--- src/rtl/mixer_ddc_mul_pkg.sv ---
// Shared widths and pipeline depth for the mixer DDC multiplier scheduler.
package mixer_ddc_mul_pkg;
  localparam int A_W     = 16;
  localparam int B_W     = 8;
  localparam int P_W     = A_W + B_W;
  localparam int MUL_LAT = 2;
endpackage

--- src/rtl/mixer_ddc_mul_mulfYi.sv ---
// Two-stage signed DSP48-style multiplier with clock enable; registers carry no reset.
module mixer_ddc_mul_mulfYi #(
  parameter int A_W = 16,
  parameter int B_W = 8,
  parameter int P_W = 24
) (
  input  logic                  clk,
  input  logic                  ce,
  input  logic signed [A_W-1:0] din0,
  input  logic signed [B_W-1:0] din1,
  output logic signed [P_W-1:0] dout
);
  logic signed [A_W-1:0] a_r;
  logic signed [B_W-1:0] b_r;
  logic signed [P_W-1:0] p_r;

  // Input register stage followed by the product register stage.
  always_ff @(posedge clk) begin
    if (ce) begin
      a_r <= din0;
      b_r <= din1;
      p_r <= a_r * b_r;
    end else begin
      a_r <= a_r;
      b_r <= b_r;
      p_r <= p_r;
    end
  end

  assign dout = p_r;
endmodule

--- src/rtl/mixer_ddc_rr_arb.sv ---
// Round-robin arbiter: first active request at or above ptr, wrapping to 0.
module mixer_ddc_rr_arb #(
  parameter int N  = 4,
  parameter int IW = $clog2(N)
) (
  input  logic [N-1:0]  req,
  input  logic          en,
  input  logic [IW-1:0] ptr,
  output logic [N-1:0]  grant,
  output logic [IW-1:0] idx,
  output logic          any
);
  // Priority scan rotated by ptr; the first hit blocks all later candidates.
  always_comb begin
    grant = '0;
    idx   = '0;
    any   = 1'b0;
    for (int k = 0; k < N; k++) begin
      logic [IW-1:0] jj;
      logic          hit;
      jj        = IW'((int'(ptr) + k) % N);
      hit       = en & ~any & req[jj];
      grant[jj] = grant[jj] | hit;
      idx       = hit ? jj : idx;
      any       = any | hit;
    end
  end
endmodule

--- src/rtl/mixer_ddc_mul_sched.sv ---
// Shares one signed multiplier among NUM_REQ requesters with round-robin grants
// and a tag pipeline that returns each product to its owner.
module mixer_ddc_mul_sched
  import mixer_ddc_mul_pkg::*;
#(
  parameter int NUM_REQ = 4,
  parameter int A_W     = mixer_ddc_mul_pkg::A_W,
  parameter int B_W     = mixer_ddc_mul_pkg::B_W,
  parameter int P_W     = A_W + B_W,
  parameter int IW      = $clog2(NUM_REQ)
) (
  input  logic                   clk,
  input  logic                   reset,
  input  logic                   ce,
  input  logic [NUM_REQ-1:0]     req_valid,
  input  logic [NUM_REQ*A_W-1:0] req_a,
  input  logic [NUM_REQ*B_W-1:0] req_b,
  output logic [NUM_REQ-1:0]     req_ready,
  output logic [NUM_REQ-1:0]     res_valid,
  output logic [IW-1:0]          res_id,
  output logic [P_W-1:0]         res_p
);
  localparam int L = MUL_LAT;

  logic [IW-1:0]      rr_ptr;
  logic [NUM_REQ-1:0] grant;
  logic [IW-1:0]      gnt_idx;
  logic               gnt_any;
  logic signed [A_W-1:0] din0;
  logic signed [B_W-1:0] din1;
  logic signed [P_W-1:0] dout;
  logic [L-1:0]       tag_valid;
  logic [IW-1:0]      tag_id [L];

  mixer_ddc_rr_arb #(.N(NUM_REQ), .IW(IW)) u_arb (
    .req   (req_valid),
    .en    (ce & ~reset),
    .ptr   (rr_ptr),
    .grant (grant),
    .idx   (gnt_idx),
    .any   (gnt_any)
  );

  assign req_ready = grant;
  assign din0 = req_a[gnt_idx*A_W +: A_W];
  assign din1 = req_b[gnt_idx*B_W +: B_W];

  // Pointer advances past the granted requester only when a transfer happens.
  always_ff @(posedge clk or posedge reset) begin
    if (reset) begin
      rr_ptr <= '0;
    end else if (gnt_any) begin
      rr_ptr <= (gnt_idx == IW'(NUM_REQ - 1)) ? '0 : gnt_idx + IW'(1);
    end else begin
      rr_ptr <= rr_ptr;
    end
  end

  // Tag pipeline moves in lockstep with the multiplier registers.
  always_ff @(posedge clk or posedge reset) begin
    if (reset) begin
      tag_valid <= '0;
      for (int i = 0; i < L; i++) tag_id[i] <= '0;
    end else if (ce) begin
      tag_valid <= {tag_valid[L-2:0], gnt_any};
      tag_id[0] <= gnt_idx;
      for (int i = 1; i < L; i++) tag_id[i] <= tag_id[i-1];
    end else begin
      tag_valid <= tag_valid;
      for (int i = 0; i < L; i++) tag_id[i] <= tag_id[i];
    end
  end

  mixer_ddc_mul_mulfYi #(.A_W(A_W), .B_W(B_W), .P_W(P_W)) u_mul (
    .clk  (clk),
    .ce   (ce),
    .din0 (din0),
    .din1 (din1),
    .dout (dout)
  );

  // One-hot owner decode of the final tag stage.
  always_comb begin
    res_valid = '0;
    if (tag_valid[L-1]) begin
      res_valid[tag_id[L-1]] = 1'b1;
    end else begin
      res_valid = '0;
    end
  end

  assign res_id = tag_id[L-1];
  assign res_p  = dout;
endmodule

--- config.mk ---
export PLATFORM = sky130hd
export DESIGN_NAME = mixer_ddc_mul_sched
export DESIGN_NICKNAME = d
export VERILOG_FILES = /design/src/rtl/mixer_ddc_mul_pkg.sv /design/src/rtl/mixer_ddc_mul_mulfYi.sv /design/src/rtl/mixer_ddc_rr_arb.sv /design/src/rtl/mixer_ddc_mul_sched.sv
export SDC_FILE = /design/constraint.sdc
export NUM_CORES = 1
export LEC_CHECK = 0
export BUFFER_PORTS_ARGS = -buffer_cell sky130_fd_sc_hd__buf_4
export CAP_MARGIN = 20
export CORE_MARGIN = 2
export CORE_UTILIZATION = 38
export CTS_CLUSTER_DIAMETER = 50
export DETAILED_ROUTE_END_ITERATION = 8
export PLACE_DENSITY = 0.63
export SYNTH_ARGS = -nofsm -noshare
export SYNTH_HDL_FRONTEND = slang
export SYNTH_HIERARCHICAL = 1
export SYNTH_SLANG_ARGS = --single-unit
--- constraint.sdc ---
create_clock -name clk -period 5.2 [get_ports clk]
set_input_delay 0.26 -clock clk [delete_from_list [all_inputs] [get_ports clk]]
set_output_delay 0.26 -clock clk [all_outputs]
set_load 0.01 [all_outputs]
# [Word-level counts from Yosys, hierarchy flattened]
# Cells that the tools add are included.
[word_totals] register_bits=56 in_bits=103 elab_cells=85 out_inout_bits=34
[op_classes] n_reduce_logical=5 n_eq_ne=1 n_mux=35 n_addsub=4 multipliers=1 bitwise=20 magnitude_cmp=10 shift=2
[op_table] cell="indexed part select 64 x 7 -> 16 bit" count=1
[op_table] cell="indexed part select 32 x 6 -> 8 bit" count=1
[op_table] cell="multiplier 16 x 8 -> 24 bit" count=1
[op_table] cell="binary-select mux 1 bit (select 2 bit)" count=8
[op_table] cell="< comparator 2 x 3 -> 1 bit (second input constant)" count=5
[op_table] cell="two-way mux 1 bit" count=13
[op_table] cell="bitwise mux 4 bit" count=3
[op_table] cell="demux 1 bit (select 2 bit)" count=5
[op_table] cell="greater-or-equal comparator 2 x 1 -> 1 bit (second input constant)" count=5
[op_table] cell="two-way mux 2 bit" count=5
[op_table] cell="AND 1 bit" count=8
[op_table] cell="bitwise OR 1 bit" count=7
[op_table] cell="logical AND 1 bit" count=5
[op_table] cell="adder 2 x 1 -> 2 bit (second input constant)" count=2
[op_table] cell="adder 2 bit (second input constant)" count=2
[op_table] cell="AND 4 bit" count=1
[op_table] cell="two-way mux 4 bit" count=1
[op_table] cell="NOT 1 bit" count=4
[op_table] cell="equality test 2 bit (second input constant)" count=1

# [Longest topological paths before layout]
[logic_depth] word_depth=17 depth_mapped=18 depth_no_buf=17

# [Hierarchy]
# Netlist, hierarchy kept.
[by_module_without_submodules] mod="mixer_ddc_mul_mulfYi" cells_each=591 area_each_um2=6119.6 instances=1 seq_area_each_um2=1441.4
[by_module_without_submodules] mod="mixer_ddc_mul_sched" cells_each=58 area_each_um2=994.7 instances=1 seq_area_each_um2=200.2
[by_module_without_submodules] mod="mixer_ddc_rr_arb" cells_each=93 area_each_um2=735.7 instances=1 seq_area_each_um2=0.0

# [Least setup slack after synthesis]
# No wires, ideal clock.
[synth_path] path_kind="reg2reg" startpoint="register u_mul.b_r[7]" endpoint="register u_mul.p_r[18], in the netlist u_mul/dout[18] (data pin)" slack_ns=0.266 t_arrival_ns=4.655 path_buffers=1 period_less_slack_ns=4.934 setup_ns=0.279 path_stages_with_launch=16 required_time_ns=4.921 path_cell_list="edfxtp_1 -> inv_1 -> buf_1 -> nor2_1 -> fa_1 -> fa_1 -> fa_1 -> inv_1 -> fa_1 -> inv_1 -> ha_1 -> a211o_1 -> or3_1 -> a21o_1 -> a2111oi_2 -> a311oi_1"
[synth_between] elab_chain_cells=1
[synth_lines] item="from (decl)" line="mixer_ddc_mul_mulfYi.sv:14" rtl="logic signed [B_W-1:0] b_r;"
[synth_lines] item="from (signal assigned)" line="mixer_ddc_mul_mulfYi.sv:21" rtl="b_r <= din1;"
[synth_lines] item="from (signal assigned)" line="mixer_ddc_mul_mulfYi.sv:25" rtl="b_r <= b_r;"
[synth_lines] item="multiplier 16 x 8 -> 24 bit" line="mixer_ddc_mul_mulfYi.sv:22" rtl="p_r <= a_r * b_r;"
[synth_lines] item="to (signal assigned)" line="mixer_ddc_mul_mulfYi.sv:22"
[synth_lines] item="to (signal assigned)" line="mixer_ddc_mul_mulfYi.sv:26" rtl="p_r <= p_r;"
[synth_lines] item="to (decl)" line="mixer_ddc_mul_mulfYi.sv:15" rtl="logic signed [P_W-1:0] p_r;"
# Every way passes these cells.
# A chain may end at the register's enable or synchronous reset.

# [Final worst setup path]
[layout_path] startpoint="register u_mul.b_r[4]" endpoint="register u_mul.p_r[18], in the netlist u_mul/dout[18] (data pin)"
# Same word-level chain as after synthesis.

==> impl_metrics.tcl <==
set metrics [dict create \
    max-clock-path-buffers 2 \
    cp-end-kind "flip-flop" \
    setup-violations-final 0 \
    min_period_ps 4970 \
    cts_max_level 2 \
    start_util_pct 38.8 \
    cts_buffers 5 \
    clock.fmax_ghz 0.201 \
    grt-ovfl-total 0 \
    wl_um 17000 \
    die_y_um 148 \
    yosys_warnings 6 \
    hold_path_class "in -> reg" \
    synthDistinctLibCells 70 \
    numPortBuffers 136 \
    cts.clk_slew.worst_paths_ps 90 \
    track_usage_pct 16.3 \
    cts_root_buf "clkbuf_16" \
    yosys.area_share.simple_pct 14.6 \
    ys_seq_area_share_pct 20.9 \
    worst_slew_pin_slew_ps 714 \
    crit_buf_inv 2 \
    via_per_inst 4.95 \
    finalClockSkew_ps 12.7 \
    multiInputGateArea_um2 5480 \
    synth_xor_area_share_pct 2.12 \
    hold_viol 0 \
    dr.pass1.iters 5 \
    n_antenna_cell 0 \
    ys_ff_latch 56 \
    max_slew_margin_pct 52.4 \
    vias 5676 \
    num_rows 52 \
    io_pins 137 \
    critPathMaxStageDelay_ps 600 \
    synth_top_area_share_pct 26.3 \
    cpMostUsedCell "fa_1" \
    first_iter_violations 249 \
    period_share_pct 95.6 \
    grt_pass1_wl_um 28700 \
    die_area_um2 21800 \
    n_fill_cell 1893 \
    routedWlPerCell_um 14.9 \
    placeableCoreArea_um2 20200 \
    slew_viol_final 0 \
    synth.area.top_cells "fa_1 26%, edfxtp_1 18%, ha_1 8.0%" \
    synth_area_um2 7850 \
    syn_nets 998 \
    synth_mux_area_share_pct 10.3 \
    die_x_um 148 \
    cts_sinks 56 \
    drive_above_1_share_pct 23.5 \
    grt_antenna_before_repair 1 \
    synth.most_common_cell "inv_1" \
    synthAdderAreaFrac_pct 34.2 \
    status "finished clean" \
    cp_slowest_cell "edfxtp_1" \
    synth-edff-count 48 \
    synthTopCellsByCount "147 x inv_1, 103 x fa_1, 88 x and2_1, 50 x ha_1, 48 x edfxtp_1" \
    dp_hpwl_um 14200 \
    ys.flop_type "edfxtp_1" \
    synth-compound-area-share_pct 8.56 \
    critPathLaunchType "flip-flop" \
    grt_max_degree 55 \
    clock_latency_ps 320 \
    area_delta_synth_final_pct 18.6 \
    path_delay_family "adder cells" \
    yosysTopAreaCell "fa_1" \
    syn_avg_cell_area_um2 10.6 \
    critical_path_class "reg -> reg" \
    critPathRequiredTime_ps 5240 \
    crit_chain "and2_1, fa_1, fa_1, fa_1, inv_1, fa_1, inv_1, ha_1, o21a_1, o31a_1, and3_4, a21o_1, a2111oi_2, a311oi_1" \
    rsz0062_at_grt "false" \
    fin_tns_setup_ps 0 \
    async_reset_ff_share_pct 14.3 \
    grt_pass1_vias 5831 \
    cts_tree "yes" \
    synthCells 742 \
    path_max_fanout 16 \
    final_antenna_net_count 0 \
    drc 0 \
    cap_violations 0 \
    arrival_ps 5020 \
    regArea_um2 1640 \
    place_congestion 0.864 \
    nets 1131 \
    synth_top_family_by_area "adder cells" \
]
timing repair:
| item | 4_1_cts | 5_1_grt |
|---|---|---|
| setup endpoints to repair | 0 | 3 |
| resized for setup | 0 | 1 |
| endpoints found under the hold margin | 8 | 0 |
| hold buffers | 1 | 0 |
| buffers inserted | 0 | 6 |
through the flow:
step | util, % | setup slack (ps) | area [um2] | std cells | hold slack, ps
finish | 46.0 | 227 | 9310 | 1146 | 336
global route | 46.0 | 0.714 | 9310 | 1146 | 326
CTS | 45.8 | 199 | 9270 | 1140 | 327
detailed placement | 45.0 | 221 | 9100 | 1131 | 239
global placement | 45.0 | 286 | 9100 | 1131 | 244
floorplan | - | 266 | 7850 | 742 | 75.7
registers in the layout, summed over array words and instances (netlist names):
register and flops:
res_id 2, rr_ptr 2, tag_id 2, tag_valid 2
u_mul/a_r 16, u_mul/b_r 8, u_mul/dout 24
cell families (layout without fill, tap and decap cells):
logic type                 after synthesis  count (layout)
DFF                                     56              56
muxes                                   42              42
adders and majority gates              153             153
AOI/OAI and AO/OA                       88              88
and+or+nand+nor                        211             211
buffers and inverters                  173             307
xor gates and xnor gates                19              19
layout make-up:
type                    count  share of cell area (%)
multi-input cells         513                    58.9
inverters                 147                    5.93
well taps                 270                    3.63
repair buffers            152                    12.3
flip-flops and latches     56                    17.6
clock buffers               5                    1.34
clock inverters             3                   0.309
path summary, 6_finish.rpt:
path                         startpoint        endpoint  slack [ps]  depth (start not counted)
max                        u_mul/b_r[4]  u_mul/dout[18]         230                         14
min                           req_a[11]   u_mul/a_r[11]         340                          2
max reg2reg                u_mul/b_r[4]  u_mul/dout[18]         230                         14
min reg2reg                tag_valid[0]    tag_valid[0]         510                          1
max in group asynchronous         reset       res_id[1]        4520                          3
min in group asynchronous         reset       rr_ptr[1]         460                          3
cells in the final DEF (no fill, tap or decap), types with 4 or more instances in the layout:
| cell | count |
|---|---|
| clkbuf_16 | 5 |
| buf_4 | 151 |
| mux2_2 | 11 |
| dfrtp_1 | 8 |
| mux4_1 | 7 |
| a221oi_1 | 4 |
| nand3_1 | 7 |
| fa_1 | 103 |
| o211ai_1 | 5 |
| edfxtp_1 | 48 |
| nand2_1 | 43 |
| xnor2_1 | 13 |
| nor2_1 | 29 |
| mux4_2 | 20 |
| a21o_1 | 6 |
| ha_1 | 50 |
| nand2b_1 | 6 |
| o21ai_0 | 6 |
| nand4_1 | 4 |
| inv_1 | 146 |
| o21ai_1 | 4 |
| nor2b_1 | 10 |
| nor3_1 | 5 |
| a21oi_1 | 22 |
| nand3b_1 | 4 |
| xor2_1 | 6 |
| o21a_1 | 5 |
| and2_1 | 88 |
layer usage:
layer | up-vias | track usage (%) | wire (um)
li1 | 2717 | - | -
met1 | 2781 | 23.0 | 8000
met2 | 165 | 26.8 | 8010
met3 | 13 | 2.35 | 791
met4 | 0 | 4.09 | 227
met5 | - | 0 | 0
Power is not shown: default switching activity piles up to over one toggle a cycle in this logic, so the estimate is an artifact.
